==> src/rtl/mc_ctrl.sv <==
// mc_ctrl: multi-cycle main controller for the MIPS core.
// Decodes the fetched instruction and walks it through FETCH/DCD/EXE/MEM/WB
// states. The PC is written exactly once per instruction, in its final state.
// An interrupt is taken after an instruction's final state completes.
module mc_ctrl #(
    parameter int INT_EN = 1
) (
    input  logic        clk,
    input  logic        rst,
    input  logic [31:0] instr,
    input  logic        zero,
    input  logic        int_req,
    output logic        PCWr,
    output logic [2:0]  nPC_sel,
    output logic        j_sel,
    output logic        jalr_en,
    output logic        IRWr,
    output logic        RegWr,
    output logic [1:0]  RegDst,
    output logic [1:0]  WbSel,
    output logic        ALUSrc,
    output logic        ExtOp,
    output logic [2:0]  ALUOp,
    output logic        MemWr,
    output logic        CP0Wr,
    output logic        EPCWr,
    output logic        EXLSet,
    output logic        EXLClr,
    output logic [3:0]  state
);

    typedef enum logic [3:0] {
        FETCH = 4'd0,
        DCD   = 4'd1,
        EXE   = 4'd2,
        MADR  = 4'd3,
        MRD   = 4'd4,
        LWB   = 4'd5,
        SW    = 4'd6,
        ALUWB = 4'd7,
        BR    = 4'd8,
        JMP   = 4'd9,
        ERET  = 4'd10,
        INT   = 4'd11
    } state_t;

    state_t state_q;
    state_t state_d;
    state_t final_next;

    logic [5:0] opcode;
    logic [5:0] funct;
    logic [4:0] cop_rs;
    logic       unused_instr_bits;

    logic is_rtype, is_addu, is_subu, is_slt, is_jr, is_jalr;
    logic is_ori, is_lui, is_lw, is_sw, is_beq, is_j, is_jal;
    logic is_cop0, is_mfc0, is_mtc0, is_eret;
    logic take_int;
    logic [2:0] alu_op_dec;
    logic       alu_src_dec;

    assign opcode            = instr[31:26];
    assign funct             = instr[5:0];
    assign cop_rs            = instr[25:21];
    assign unused_instr_bits = ^instr[20:6];

    assign is_rtype = (opcode == 6'b000000);
    assign is_addu  = is_rtype && (funct == 6'b100001);
    assign is_subu  = is_rtype && (funct == 6'b100011);
    assign is_slt   = is_rtype && (funct == 6'b101010);
    assign is_jr    = is_rtype && (funct == 6'b001000);
    assign is_jalr  = is_rtype && (funct == 6'b001001);
    assign is_ori   = (opcode == 6'b001101);
    assign is_lui   = (opcode == 6'b001111);
    assign is_lw    = (opcode == 6'b100011);
    assign is_sw    = (opcode == 6'b101011);
    assign is_beq   = (opcode == 6'b000100);
    assign is_j     = (opcode == 6'b000010);
    assign is_jal   = (opcode == 6'b000011);
    assign is_cop0  = (opcode == 6'b010000);
    assign is_mfc0  = is_cop0 && (cop_rs == 5'b00000);
    assign is_mtc0  = is_cop0 && (cop_rs == 5'b00100);
    assign is_eret  = is_cop0 && instr[25] && (funct == 6'b011000);

    // An interrupt only diverts the flow once the current instruction is done.
    assign take_int   = (INT_EN != 0) && int_req;
    assign final_next = take_int ? INT : FETCH;
    assign state      = state_q;

    // ALU operation and operand source for the register/immediate ALU instructions.
    always_comb begin
        alu_op_dec  = 3'b000;
        alu_src_dec = 1'b0;
        if (is_subu) begin
            alu_op_dec = 3'b001;
        end else if (is_slt) begin
            alu_op_dec = 3'b011;
        end else if (is_ori) begin
            alu_op_dec  = 3'b010;
            alu_src_dec = 1'b1;
        end else if (is_lui) begin
            alu_op_dec  = 3'b100;
            alu_src_dec = 1'b1;
        end
    end

    // State register; reset aborts any instruction in flight.
    always_ff @(posedge clk or negedge rst) begin
        if (!rst) begin
            state_q <= FETCH;
        end else begin
            state_q <= state_d;
        end
    end

    // Next-state selection and per-state control outputs.
    always_comb begin
        state_d = state_q;
        PCWr    = 1'b0;
        nPC_sel = 3'b000;
        j_sel   = 1'b0;
        jalr_en = 1'b0;
        IRWr    = 1'b0;
        RegWr   = 1'b0;
        RegDst  = 2'b00;
        WbSel   = 2'b00;
        ALUSrc  = 1'b0;
        ExtOp   = 1'b0;
        ALUOp   = 3'b000;
        MemWr   = 1'b0;
        CP0Wr   = 1'b0;
        EPCWr   = 1'b0;
        EXLSet  = 1'b0;
        EXLClr  = 1'b0;
        case (state_q)
            FETCH: begin
                IRWr    = 1'b1;
                state_d = DCD;
            end
            DCD: begin
                if (is_lw || is_sw)     state_d = MADR;
                else if (is_beq)        state_d = BR;
                else if (is_j || is_jal) state_d = JMP;
                else if (is_eret)       state_d = ERET;
                else                    state_d = EXE;
            end
            EXE: begin
                ALUSrc  = alu_src_dec;
                ALUOp   = alu_op_dec;
                state_d = ALUWB;
            end
            ALUWB: begin
                ALUSrc  = alu_src_dec;
                ALUOp   = alu_op_dec;
                PCWr    = 1'b1;
                state_d = final_next;
                if (is_jr) begin
                    nPC_sel = 3'b011;
                end else if (is_jalr) begin
                    RegWr   = 1'b1;
                    jalr_en = 1'b1;
                    RegDst  = 2'b01;
                    WbSel   = 2'b10;
                end else if (is_mfc0) begin
                    RegWr = 1'b1;
                    WbSel = 2'b11;
                end else if (is_mtc0) begin
                    CP0Wr = 1'b1;
                end else if (is_addu || is_subu || is_slt) begin
                    RegWr  = 1'b1;
                    RegDst = 2'b01;
                end else if (is_ori || is_lui) begin
                    RegWr = 1'b1;
                end
            end
            MADR: begin
                ALUSrc  = 1'b1;
                ExtOp   = 1'b1;
                state_d = is_sw ? SW : MRD;
            end
            MRD: begin
                state_d = LWB;
            end
            LWB: begin
                RegWr   = 1'b1;
                WbSel   = 2'b01;
                PCWr    = 1'b1;
                state_d = final_next;
            end
            SW: begin
                MemWr   = 1'b1;
                PCWr    = 1'b1;
                state_d = final_next;
            end
            BR: begin
                ALUOp   = 3'b001;
                PCWr    = 1'b1;
                nPC_sel = zero ? 3'b001 : 3'b000;
                state_d = final_next;
            end
            JMP: begin
                j_sel   = 1'b1;
                PCWr    = 1'b1;
                state_d = final_next;
                if (is_jal) begin
                    RegWr  = 1'b1;
                    RegDst = 2'b10;
                    WbSel  = 2'b10;
                end
            end
            ERET: begin
                nPC_sel = 3'b101;
                EXLClr  = 1'b1;
                PCWr    = 1'b1;
                state_d = FETCH;
            end
            INT: begin
                nPC_sel = 3'b100;
                EPCWr   = 1'b1;
                EXLSet  = 1'b1;
                PCWr    = 1'b1;
                state_d = FETCH;
            end
            default: begin
                state_d = FETCH;
            end
        endcase
    end

endmodule
==> config.mk <==
export PLATFORM = sky130hd
export DESIGN_NAME = mc_ctrl
export DESIGN_NICKNAME = d
export VERILOG_FILES = /design/src/rtl/mc_ctrl.sv
export SDC_FILE = /design/constraint.sdc
export NUM_CORES = 1
export LEC_CHECK = 0
export ABC_AREA = 1
export CAP_MARGIN = 0
export CORE_MARGIN = 2
export CORE_UTILIZATION = 30
export CTS_CLUSTER_SIZE = 8
export DETAILED_ROUTE_END_ITERATION = 6
export PLACE_DENSITY_LB_ADDON = 0.25
export SLEW_MARGIN = 10
export SYNTH_ARGS = -nofsm -noshare
export SYNTH_HDL_FRONTEND = slang
export SYNTH_SLANG_ARGS = --single-unit
==> constraint.sdc <==
create_clock -name clk -period 1.75 [get_ports clk]
set_clock_uncertainty 0.1 [all_clocks]
set_input_delay 0.175 -clock clk [delete_from_list [all_inputs] [get_ports clk]]
set_output_delay 0.175 -clock clk [all_outputs]
set_load 0.1 [all_outputs]
==> reports/metrics.csv, run 1 <==
metric,value,unit
Max clock buf depth,2,
Avg Inst Size Synth,5.257,sq um
syn_nets,170,
synthesis warning total,0,
row cnt,17,
Worst EP kind,primary output,
DP Area,1913,sq um
Post-Synth Adder-Cell Area,0,
Die X,52.46,um
GR repair worst EP,RegWr,
CTS Hold Bufs,0,
status,aborted with a tool error,
compound-gate portion of the synthesized area,0.1083,
Initial Util,0.3184,
main area contributors after synthesis,"nand2_1, nor2_1, dfrtp_1, inv_1, nand3_1",
Post-Syn Instances,134,
sequential element share of the synthesized area,0.1421,
XOR/XNOR Fraction of Synth Area,0,
clk root buf,clkbuf_4,
post-synth top area cell,nand2_1,
largest net degree at the start of global routing,8,
Sink Count,4,
Synth cell types,23,
Post-Synth Simple-Gate Area,0.6163,
CTS Buf Count,3,
post-synth top area share,0.1758,
count of input and output buffers,46,
Max H-tree Level,1,
Synth Cell Area,704.4,sq um
tool error,"[ERROR DPL-0038] Utilization greater than 100%, impossible to legalize",
Exit stage,global routing,
GPL Wtd Cong,0.8653,
Seq cells post-synth,4,
post-synthesis mux area share,0,
detailed placer's ending HPWL,2964,um
I/O pins,62,
largest family of logic cells by synthesized area,simple AND/OR/NAND/NOR gates,
Die Ht,52.46,um
-- Yosys cell counts, drive strengths merged --
| library cell | number |
|---|---|
| nor2 | 37 |
| nand2 | 35 |
| inv | 23 |
| and2 | 1 |
| o211ai | 1 |
| buf | 1 |
| nand4 | 2 |
| or2 | 2 |
| nand3 | 10 |
| a21oi | 5 |
| o21ai | 3 |
| dfrtp | 4 |
| a22oi | 1 |
| o22ai | 2 |
| nor3 | 4 |
| nor3b | 2 |
| o2111ai | 1 |
-- cells by family after synthesis --
logic type	count (synthesis)
buf+inv	24
flops	4
compound gates	13
simple gates	93
-- stage by stage --
stage / worst slack [ps] / instances
after CTS: -272.7 / 246
after detailed placement: -354.0 / 236
after global placement: -298.7 / 236
after floorplan: -542.4 / 134
-- what timing repair did --
item                       4_1_cts
pin swaps                       18
resized for setup               47
setup endpoints to repair       18
buffers inserted                 8
==> inputs of run 2 (changes only) <==
--- a/config.mk
+++ b/config.mk
@@ -7,11 +7,10 @@
 export LEC_CHECK = 0
 export ABC_AREA = 1
 export CAP_MARGIN = 0
-export CORE_MARGIN = 2
-export CORE_UTILIZATION = 30
-export CTS_CLUSTER_SIZE = 8
+export CORE_AREA = 2 2 63 65
 export DETAILED_ROUTE_END_ITERATION = 6
-export PLACE_DENSITY_LB_ADDON = 0.25
+export DIE_AREA = 0 0 65 67
+export PLACE_DENSITY_LB_ADDON = 0.15
 export SLEW_MARGIN = 10
 export SYNTH_ARGS = -nofsm -noshare
 export SYNTH_HDL_FRONTEND = slang
==> run 2 against run 1 <==
  * The flow now finishes, with violations (setup timing)
  * Area after synthesis is the same
  * Synthesized cell count is the same
==> reports/metrics.csv, run 2 <==
metric,value,unit,change
Hold Crit Class,in -> async,,
Setup Crit Path Kind,reg -> out,,
Final Cycle Share,1.123,,
Final min period,1964,ps,
setup TNS,-1759,ps,
main area contributors after synthesis,"nand2_1, nor2_1, dfrtp_1, inv_1, nand3_1",,
via count,1203,,
Die X,65,um,+24%
clk root buf,clkbuf_8,,
I/O pins,62,,unchanged
Post-Syn Instances,134,,unchanged
failing checks,setup timing,,
R2R setup slack,160,ps,
Final Hold Fails,0,,
Crit Path Max Fanout,3,,
Slew @ Worst Pin,222.5,ps,
CP endpoint kind,output pin,,
commonest cells in the netlist,"nand2_1, nor2_1, inv_1",,
worst reg2reg startpoint,state[1],,
Final ANT Viol Nets,0,,
setup ws final,-214.4,ps,
f_max,0.5091,GHz,
vias in the first global route,1231,,
detailed placer's ending HPWL,2487,um,-16%
Core Area,3606,sq um,
post-synth top area cell,nand2_1,,
Die ar.,4355,sq um,
CP Data Required Time,1470,ps,
main flop type after synthesis,dfrtp_1,,
Post-synth EDFFs,0,,unchanged
Max clock buf depth,2,,unchanged
Synth cell types,23,,unchanged
"FFs w/ async S/R, synth",1.000,,unchanged
nets,265,,
GPL Wtd Cong,0.7979,,-7.8%
pre-CTS worst setup slack,-314.9,ps,+39.09 ps
WP data arrival,1690,ps,
RSZ-0062 raised after global routing,yes,,
RR Endpoint,state[0],,
total gr overflow,0,,
layout cell share with drive strength beyond 1,0.6608,,
area delta synth->final,229.8,%,
count of input and output buffers,46,,unchanged
depth of the most critical reg-to-reg path,7,,
CTS Buf Count,3,,unchanged
Synth Cell Area,704.4,sq um,unchanged
Peak supply drop,0.6187,mV,
CTS Hold Bufs,0,,unchanged
post-synth top area share,0.1758,,unchanged
most numerous cell in the Yosys netlist,nand2_1,,
drt initial violations,32,,
sequential element share of the synthesized area,0.1421,,unchanged
first-pass GRT wire length,5161,um,
Slew Limit Fails,0,,
max_cap viols,0,,
row cnt,22,,+5
max_slew headroom,0.8508,,
DRT Pass-1 Iters,4,,
Initial Util,0.1954,,-0.1231
post-route insts no fill,275,,
Die Ht,67,um,+28%
syn_nets,170,,unchanged
synthesis warning total,0,,unchanged
Clock Pin Slew Worst Setup and Hold Paths,30,ps,
Total GRT Usage,0.1518,,
"commonest non-fill, non-tap cell in the layout",buf_4,,
Post-Route WL,3200,um,
CTS tree,built,,
Sink Count,4,,unchanged
Leak,1.002,nW,
clk_lat worst skew,220,ps,
Max H-tree Level,1,,unchanged
number of remaining DRC errors,0,,
Avg Inst Size Synth,5.257,sq um,unchanged
Tot Pwr,3.230,mW,
Vias/cell,4.375,,
WL/cell,11.64,um,
initial antenna violation count,0,,
max reg flops,4,,
Final Setup Violations,15,,
Pwr Density,1390,nW/um^2,
n_diodes,0,,
Inst Count DP,259,,+9.7%
status,"finished, violations left",,
largest net degree at the start of global routing,7,,
startpoint types,flop,,
most frequent cells in the layout,"buf_4, buf_12, nor2_4",,
Seq cells post-synth,4,,unchanged
run 2: worst max-delay path by stage:
| stage | startpoint | end | slack (ps) | cells past startpoint |
|---|---|---|---|---|
| finish | state[2] | ALUOp[2] | -210 | 6 |
| CTS | state[2] | ALUOp[0] | -220 | 9 |
| global placement | instr[27] | RegWr | -290 | 10 |
| detailed placement | instr[2] | ALUOp[0] | -310 | 7 |
| global route | state[3] | RegDst[0] | -300 | 10 |
| floorplan | state[2] | RegWr | -540 | 7 |
run 2: cell type report:
cell class	instances	area, sq um
clock buffer	3	41.29
timing repair buffer	91	1097
tap	48	60.06
sequential	4	115.1
multi-input combinational	106	904.6
inverter	23	105.1
fill	293	1282
run 2: cell families (layout without fill, tap and decap cells):
| family | Yosys count | after routing | synth area share |
|---|---|---|---|
| AO/OA/AOI/OAI | 13 | 13 | 0.1083 |
| buffers and inverters | 24 | 117 | 0.1332 |
| AND/OR/NAND/NOR | 93 | 93 | 0.6163 |
| flip-flops | 4 | 4 | 0.1421 |
run 2: where the power goes:
group	switching, mW	internal [mW]
Clock	0.0497	0.147
Combinational	1.73	1.08
Sequential	0.0573	0.164
Total	1.84	1.39
run 2: worst max-delay path, stage by stage, from the launching register on:
cell     delay [ps]
dfrtp_4         480
buf_4           160
nor2_4          180
a21oi_4         100
buf_12          140
nor3b_4         210
buf_12          200
run 2: through the flow:
step           area (sq um)  hold slack, ps    util
6_report               2323           59.17  0.6443
2_1_floorplan         959.7          -220.6       -
3_3_place_gp           1961           283.5  0.5437
3_5_place_dp           1961           297.7  0.5437
4_1_cts                2232           63.00  0.6190
5_1_grt                2323           74.40  0.6443
run 2: layer usage:
metal	GRT usage	vias to the layer above	wire [um]
met4	0.03989	0	2
met5	0	-	0
li1	-	615	-
met2	0.3144	48	1891
met3	0.02027	2	181
met1	0.1566	538	1124
run 2: what timing repair did:
action / 4_1_cts / 5_1_grt
pin swaps: 21 / 9
gates cloned: 0 / 0
endpoints found under the setup margin: 18 / 19
setup buffers: 13 / 4
gates resized for setup: 50 / 19
Power figures use the tool's default switching activity.
